$ cat src/rtl/proc_sequencer_pkg.sv
// proc_sequencer_pkg: sequencer state encodings and proc opcode helpers. Rev 1.0
// SEQ_SINGLE_STEP_EN adds the PAUSE state encoding.
`default_nettype none

package proc_sequencer_pkg;

   typedef enum logic [2:0] {
      S_IDLE  = 3'd0,
      S_FETCH = 3'd1,
      S_ISSUE = 3'd2,
      S_WAIT  = 3'd3,
      S_ERROR = 3'd4
`ifdef SEQ_SINGLE_STEP_EN
      , S_PAUSE = 3'd5
`endif
   } seq_state_t;

   // Opcode lives in DIN[15:13]
   localparam logic [2:0] OP_MV  = 3'b000;
   localparam logic [2:0] OP_MVT = 3'b001;
   localparam logic [2:0] OP_ADD = 3'b010;
   localparam logic [2:0] OP_SUB = 3'b011;

   function automatic int unsigned proc_steps(input logic [2:0] op);
      return (op == OP_ADD || op == OP_SUB) ? 32'd3 : 32'd1;
   endfunction

endpackage

`default_nettype wire

$ cat src/rtl/proc_sequencer_watchdog.sv
// proc_sequencer_watchdog: 8-bit WAIT-state watchdog, expires at MAX-1. Rev 1.0
`default_nettype none

module proc_sequencer_watchdog #(
   parameter int MAX = 8
) (
   input  logic Clock,
   input  logic Resetn,
   input  logic clear,
   input  logic enable,
   output logic expire
);

   logic [7:0] cnt;

   assign expire = (cnt == 8'(MAX - 1));

   // Holds at the expiry value so a late Done cannot see a wrapped count
   always_ff @(posedge Clock or negedge Resetn) begin
      if (!Resetn)
         cnt <= '0;
      else if (clear)
         cnt <= '0;
      else if (enable && !expire)
         cnt <= cnt + 8'd1;
   end

endmodule

`default_nettype wire

$ cat src/rtl/proc_sequencer.sv
// proc_sequencer: ROM-driven Run/Done sequencer for the multicycle proc. Rev 1.0
// Optional macro SEQ_SINGLE_STEP_EN adds StepReq and a PAUSE state between instructions.
`default_nettype none

module proc_sequencer
   import proc_sequencer_pkg::*;
#(
   parameter int ADDR_W   = 5,
   parameter int DATA_W   = 16,
   parameter int WDOG_MAX = 8
) (
   input  logic              Clock,
   input  logic              Resetn,
   input  logic              Start,
   input  logic              Halt,
   input  logic [ADDR_W-1:0] ProgLen,
   output logic [ADDR_W-1:0] MemAddr,
   input  logic [DATA_W-1:0] MemData,
   output logic [DATA_W-1:0] DIN,
   output logic              Run,
   input  logic              Done,
`ifdef SEQ_SINGLE_STEP_EN
   input  logic              StepReq,
`endif
   output logic              Busy,
   output logic              Finished,
   output logic              Timeout,
   output logic [ADDR_W:0]   InstrCount
);

   localparam logic [ADDR_W:0] FULL_LEN = {1'b1, {ADDR_W{1'b0}}};

   seq_state_t        state;
   logic [ADDR_W-1:0] pc;
   logic [ADDR_W:0]   count;
   logic [ADDR_W:0]   len;
   logic [ADDR_W:0]   count_inc;
   logic              wdog_expire;

   assign count_inc  = count + 1'b1;
   assign MemAddr    = pc;
   assign DIN        = MemData;
   assign InstrCount = count;

   proc_sequencer_watchdog #(
      .MAX (WDOG_MAX)
   ) u_wdog (
      .Clock  (Clock),
      .Resetn (Resetn),
      .clear  (state == S_ISSUE),
      .enable (state == S_WAIT),
      .expire (wdog_expire)
   );

   always_ff @(posedge Clock or negedge Resetn) begin
      if (!Resetn) begin
         state    <= S_IDLE;
         pc       <= '0;
         count    <= '0;
         len      <= '0;
         Run      <= 1'b0;
         Busy     <= 1'b0;
         Finished <= 1'b0;
         Timeout  <= 1'b0;
      end else begin
         Run <= 1'b0;
         case (state)
            S_IDLE, S_ERROR: begin
               if (Start) begin
                  state    <= S_FETCH;
                  pc       <= '0;
                  count    <= '0;
                  len      <= (ProgLen == '0) ? FULL_LEN : {1'b0, ProgLen};
                  Finished <= 1'b0;
                  Timeout  <= 1'b0;
                  Busy     <= 1'b1;
               end
            end
            S_FETCH: begin
               state <= S_ISSUE;
               Run   <= 1'b1;
            end
            S_ISSUE: state <= S_WAIT;
            S_WAIT: begin
               // Done takes priority over a same-cycle watchdog expiry
               if (Done) begin
                  count <= count_inc;
                  pc    <= pc + 1'b1;
                  if (count_inc == len) begin
                     state    <= S_IDLE;
                     Finished <= 1'b1;
                     Busy     <= 1'b0;
                  end else if (Halt) begin
                     state <= S_IDLE;
                     Busy  <= 1'b0;
                  end else begin
`ifdef SEQ_SINGLE_STEP_EN
                     state <= S_PAUSE;
`else
                     state <= S_FETCH;
`endif
                  end
               end else if (wdog_expire) begin
                  state   <= S_ERROR;
                  Timeout <= 1'b1;
                  Busy    <= 1'b0;
               end
            end
`ifdef SEQ_SINGLE_STEP_EN
            S_PAUSE: begin
               if (Halt) begin
                  state <= S_IDLE;
                  Busy  <= 1'b0;
               end else if (StepReq) begin
                  state <= S_FETCH;
               end
            end
`endif
            default: begin
               state <= S_IDLE;
               Busy  <= 1'b0;
            end
         endcase
      end
   end

endmodule

`default_nettype wire

$ cat config.mk
export PLATFORM = sky130hd
export DESIGN_NAME = proc_sequencer
export DESIGN_NICKNAME = d
export VERILOG_FILES = /design/src/rtl/proc_sequencer_pkg.sv /design/src/rtl/proc_sequencer_watchdog.sv /design/src/rtl/proc_sequencer.sv
export SDC_FILE = /design/constraint.sdc
export NUM_CORES = 1
export LEC_CHECK = 0
export ABC_CLOCK_PERIOD_IN_PS = 3550
export BUFFER_PORTS_ARGS = -buffer_cell sky130_fd_sc_hd__buf_2
export CAP_MARGIN = 25
export CORE_ASPECT_RATIO = 0.9
export CORE_MARGIN = 2
export CORE_UTILIZATION = 54
export CTS_CLUSTER_DIAMETER = 40
export DETAILED_ROUTE_END_ITERATION = 12
export PLACE_DENSITY = 0.84
export RECOVER_POWER = 100
export SLEW_MARGIN = 15
export SYNTH_ARGS = -nofsm -noshare
export SYNTH_HDL_FRONTEND = slang
export SYNTH_HIERARCHICAL = 1
export SYNTH_SLANG_ARGS = --single-unit
$ cat constraint.sdc
create_clock -name Clock -period 3.55 [get_ports Clock]
set_input_delay 0.71 -clock Clock [delete_from_list [all_inputs] [get_ports Clock]]
set_output_delay 0.71 -clock Clock [all_outputs]
set_load 0.01 [all_outputs]
## Word level (Yosys, flattened, before mapping)

Cells that the tools add are included.

- Register bits: 32
- Input port bits: 26
- Logic and storage cells: 69

- $add $sub $neg: 3
- Eq/ne operators: 13
- Multiplexer cells: 29
- Bitwise operators: 1
- Reductions and logical operators: 14

Operator list:

| operator | count |
|---|---|
| 2-to-1 mux 6 bit | 3 |
| 2-to-1 mux 8 bit | 2 |
| 2-to-1 mux 1 bit | 13 |
| case mux 3 bit (4 select lines) | 1 |
| case mux 6 bit (2 select lines) | 1 |
| AND reduction 4 bit | 3 |
| 2-to-1 mux 5 bit | 2 |
| != test 2 bit (second input constant) | 5 |
| case mux 5 bit (2 select lines) | 1 |
| 2-to-1 mux 3 bit | 3 |
| adder 8 x 1 -> 8 bit (second input constant) | 1 |
| equality test 8 x 3 -> 1 bit (second input constant) | 1 |
| adder 6 x 1 -> 6 bit (second input constant) | 1 |
| equality test 3 x 2 -> 1 bit (second input constant) | 2 |
| equality test 6 bit | 1 |
| adder 5 x 1 -> 5 bit (second input constant) | 1 |
| zero test 5 bit | 1 |
| != test 4 bit (second input constant) | 1 |
| case mux 1 bit (2 select lines) | 2 |
| AND reduction 2 bit | 2 |
| nonzero test 2 bit | 2 |
| OR reduction 2 bit | 2 |
| equality test 3 x 1 -> 1 bit (second input constant) | 1 |
| equality test 3 bit (second input constant) | 1 |
| 7 further kinds | 7 |

## Logic depth before layout (Yosys ltp)

- Depth in word-level cells: 5
- Mapped depth: 8
- Gate-level depth less buffers: 8

## Modules after synthesis

Netlist, hierarchy kept.

By module, submodules not included:

| module | times used | cells an instance | area each (sq um) |
|---|---|---|---|
| proc_sequencer | 1 | 139 | 1,317.5 |
| proc_sequencer_watchdog | 1 | 44 | 440.4 |

## Worst setup path before layout

No wires, ideal clock.

- Path kind: register to register
- Start: register count[0], in the netlist InstrCount[0]
- End: register state[0]
- Setup time: 126 ps
- Data arrival time: 1,842 ps
- Required time: 3,424 ps
- Slack: 1,582 ps
- Cell stages (with the launch flop): 7
- Buffers on the path: 0
- Clock period less this slack: 1,968 ps
- Path through: dfrtp_1 > ha_1 > xor2_1 > a311o_1 > nor4_4 > o211ai_2 > a221o_1

- Longest elaborated chain between the ends: 5

RTL lines:

| item | RTL line | source |
|---|---|---|
| from (decl) | proc_sequencer.sv:35 | `logic [ADDR_W:0] count;` |
| from (signal assigned) | proc_sequencer.sv:87 | `count <= count_inc;` |
| adder 6 x 1 -> 6 bit | proc_sequencer.sv:40 | `assign count_inc = count + 1'b1;` |
| equality test 6 bit | proc_sequencer.sv:89 | `if (count_inc == len) begin` |
| 2-to-1 mux 1 bit | proc_sequencer.sv:89 |  |
| 2-to-1 mux 3 bit | proc_sequencer.sv:86 | `if (Done) begin` |
| case mux 3 bit (4 select lines) | proc_sequencer.sv:67 | `case (state)` |
| to (signal assigned) | proc_sequencer.sv:70 | `state <= S_FETCH;` |
| to (signal assigned) | proc_sequencer.sv:90 | `state <= S_IDLE;` |
| to (signal assigned) | proc_sequencer.sv:94 | `state <= S_IDLE;` |
| to (decl) | proc_sequencer.sv:33 | `seq_state_t state;` |

No other way between the ends.
A chain may end at the register's enable or synchronous reset.

## Final worst setup path

Ends and elaborated chain as after synthesis.

==> qor.yml <==
drt:
  routed_wl_um: 3300
  ant_nets: 0
  dr.pass1.iters: 4
  avgRoutedWirePerCell_um: 13.9
  vias: 1307
  drtIter0Drc: 81
  vias_per_cell: 5.51
  drc_errors: 0
sta:
  slew_headroom_pct: -11.6
  rsz0062_at_grt: "no"
  fin_crit_ns: 2.06
  finalWorstSetupSlack_ns: 1.49
  fin_setup_tns_ns: 0
  setup_viol: 0
  slew_viol_final: 33
  fmax_ghz: 0.485
  hold_violations: 0
  worstMarginPinSlew_ns: 1.67
  finClkSkew_ns: 0.0140
  post-route-period-util_pct: 58.1
yosys:
  synth_top_area_cell: "dfrtp_1"
  synth_cells: 183
  avgSynthCellArea_um2: 9.61
  synth-main-ff-cell: "dfrtp_1"
  synth_area_um2: 1760
  async_flop_share_pct: 100
  yosys_warnings: 6
  ys_seq_elements: 32
  ys_types: 44
  yosysSeqAreaShare_pct: 45.6
  synth_area_leaders: "dfrtp_1 (46%), buf_4 (6.8%), nand2_1 (6.0%)"
  synth-edff-count: 0
  syn-num-nets: 212
  synth_top_area_share_pct: 45.6
pwr:
  vdd_drop_max_v: 0.000373
  leakage_nw: 0.824
  total_power_w: 0.00137
  power_density_nw_per_um2: 747
clocking:
  clock-sinks: 32
  cts_inserted_buffers: 5
  cts.reportedPaths.clkPinSlew_ns: 0.11
  cts_tree: "built"
  clk_path_buf_depth: 2
  ctsHoldBuffers: 0
  cts-root-buf: "clkbuf_4"
  clock_latency_ns: 0.34
  cts_max_level: 2
  postCtsSetupRepairBufs: 0
  post_cts_resized: 0
finish:
  insertedDiodeCount: 0
  instances_no_fill: 237
  fin_nets: 223
  final_area_um2: 1840
  syn2layout_area_growth_pct: 4.41
  drive_above_1_share_pct: 10.3
job:
  drv_cap: 1
global_route:
  grt_pass1_vias: 1199
  grt-ovfl-total: 0
  grt_pass1_wl_um: 5610
  grt_usage_pct: 20.0
  grt_max_degree: 33
  antenna_found_initial: 0
worst_setup_path:
  worstSetupStartpointType: "flop"
  r2r_cells: 6
  slowest_stage: "dfrtp_1"
  end_kind: "flop"
  crit_arrival_ns: 2.30
  cp_max_fo: 6
  critical_path.cell_chain: "ha_1 > xor2_1 > a311o_1 > nor4_4 > o211ai_1 > a221o_1"
  worst_ep_required_time_ns: 3.79
  path_class: "flop to flop"
  cp_slowest_stage_delay_ns: 0.47
place:
  io_buffers: 24
  place_hpwl_um: 2280
  routabilityCongestion: 0.859
  dp.cells: 229
  placed_cell_area_um2: 1790
  preCtsSetupSlack_ns: 1.52
die:
  dieHeight_um: 58.1
  pin_count: 57
  initial_core_util_pct: 56.9
  coreArea_um2: 3090
  dieArea_um2: 3730
  die_w_um: 64.1
  row_count: 19
status:
  violations: "max-capacitance violations, max-slew violations"
  status: "finished, violations left"
hold_path:
  hold_path.class: "flop to flop"
  hold_depth: 1
==> worst max-delay path: cells and delay by family, from the launching register on <==
family	cells	cell delay [ns]
fa+ha+maj	1	0.35
xor+xnor	1	0.17
simple gates	1	0.13
flops	1	0.47
compound gates	3	0.84
==> cells in the final DEF (no fill, tap or decap), types with 2 or more instances in the layout <==
master / n
o21ai_0: 9
xnor2_1: 7
o31ai_1: 3
xor2_1: 9
nor2_1: 15
and2_0: 3
nand3_1: 7
nand2b_1: 2
nand2_1: 28
nand4_1: 5
nor2b_1: 4
and3_1: 3
clkbuf_1: 17
buf_2: 8
clkbuf_4: 5
ha_1: 3
dfrtp_1: 32
or3_1: 3
a21oi_1: 7
==> final timing paths <==
check | start | slack [ns] | end
worst max-delay path | InstrCount[0]$_DFFE_PN0P_ | 1.49 | state[0]$_DFFE_PN0P_
worst min-delay path | state[1]$_DFFE_PN0P_ | 0.50 | Run$_DFF_PN0_
worst max register to register | InstrCount[0]$_DFFE_PN0P_ | 1.49 | state[0]$_DFFE_PN0P_
worst min register to register | state[1]$_DFFE_PN0P_ | 0.50 | Run$_DFF_PN0_
max in group asynchronous | Resetn | 1.79 | u_wdog/cnt[3]$_DFFE_PN0P_
min in group asynchronous | Resetn | 0.78 | InstrCount[5]$_DFFE_PN0P_
==> metal layers <==
| metal | GRT usage, % | vias up | routed length (um) |
|---|---|---|---|
| met3 | 5.63 | 13 | 178 |
| li1 | - | 642 | - |
| met1 | 26.1 | 618 | 1520 |
| met5 | 0 | - | 0 |
| met2 | 30.8 | 34 | 1540 |
| met4 | 10.0 | 0 | 59 |
==> logic make-up after synthesis <==
group,share of synthesized area (%)
DFF,45.6
AOI/OAI and AO/OA,11.4
and+or+nand+nor,23.6
muxes,1.42
buffers and inverters,7.97
xor gates and xnor gates,7.97
adders and majority gates,2.14
==> stage by stage <==
stage | util (%) | hold WS [ns]
after detailed placement | 58.1 | 0.484
after floorplan | - | 0.414
after global placement | 58.1 | 0.478
after CTS | 60.5 | 0.416
final | 59.4 | 0.502
after global routing | 59.4 | 0.528
==> flip-flops by register name, summed over array words and instances, names as in the netlist <==
| name | count |
|---|---|
| MemAddr | 5 |
| state | 3 |
| Run | 1 |
| Finished | 1 |
| InstrCount | 6 |
| Busy | 1 |
| len | 6 |
| Timeout | 1 |
| u_wdog/cnt | 8 |
==> cell usage after synthesis (4+ instances only) <==
| library cell | instances |
|---|---|
| xor2_1 | 9 |
| nor2b_1 | 4 |
| nand3_1 | 7 |
| buf_4 | 16 |
| dfrtp_1 | 32 |
| xnor2_1 | 7 |
| nand2_1 | 28 |
| nor2_1 | 15 |
| o21ai_0 | 9 |
| a21oi_1 | 7 |
| nand4_1 | 4 |
==> final cells by class <==
class                      count  area, um2
clock inverter                 2       35.0
timing repair buffer          24        100
tap                           42       52.6
inverter                       1       3.75
fill                         273       1250
sequential                    32        801
clock buffer                   6       41.3
multi-input combinational    130        802
==> where the power goes <==
group | switching [W] | leakage, nW | internal (W) | total [W]
registers | 0.000119 | 0.420 | 0.000472 | 0.000591
logic | 0.000285 | 0.362 | 0.000221 | 0.000507
clock network | 0.000127 | 0.0422 | 0.000148 | 0.000274
No activity file was read; power rests on OpenSTA's default activity.
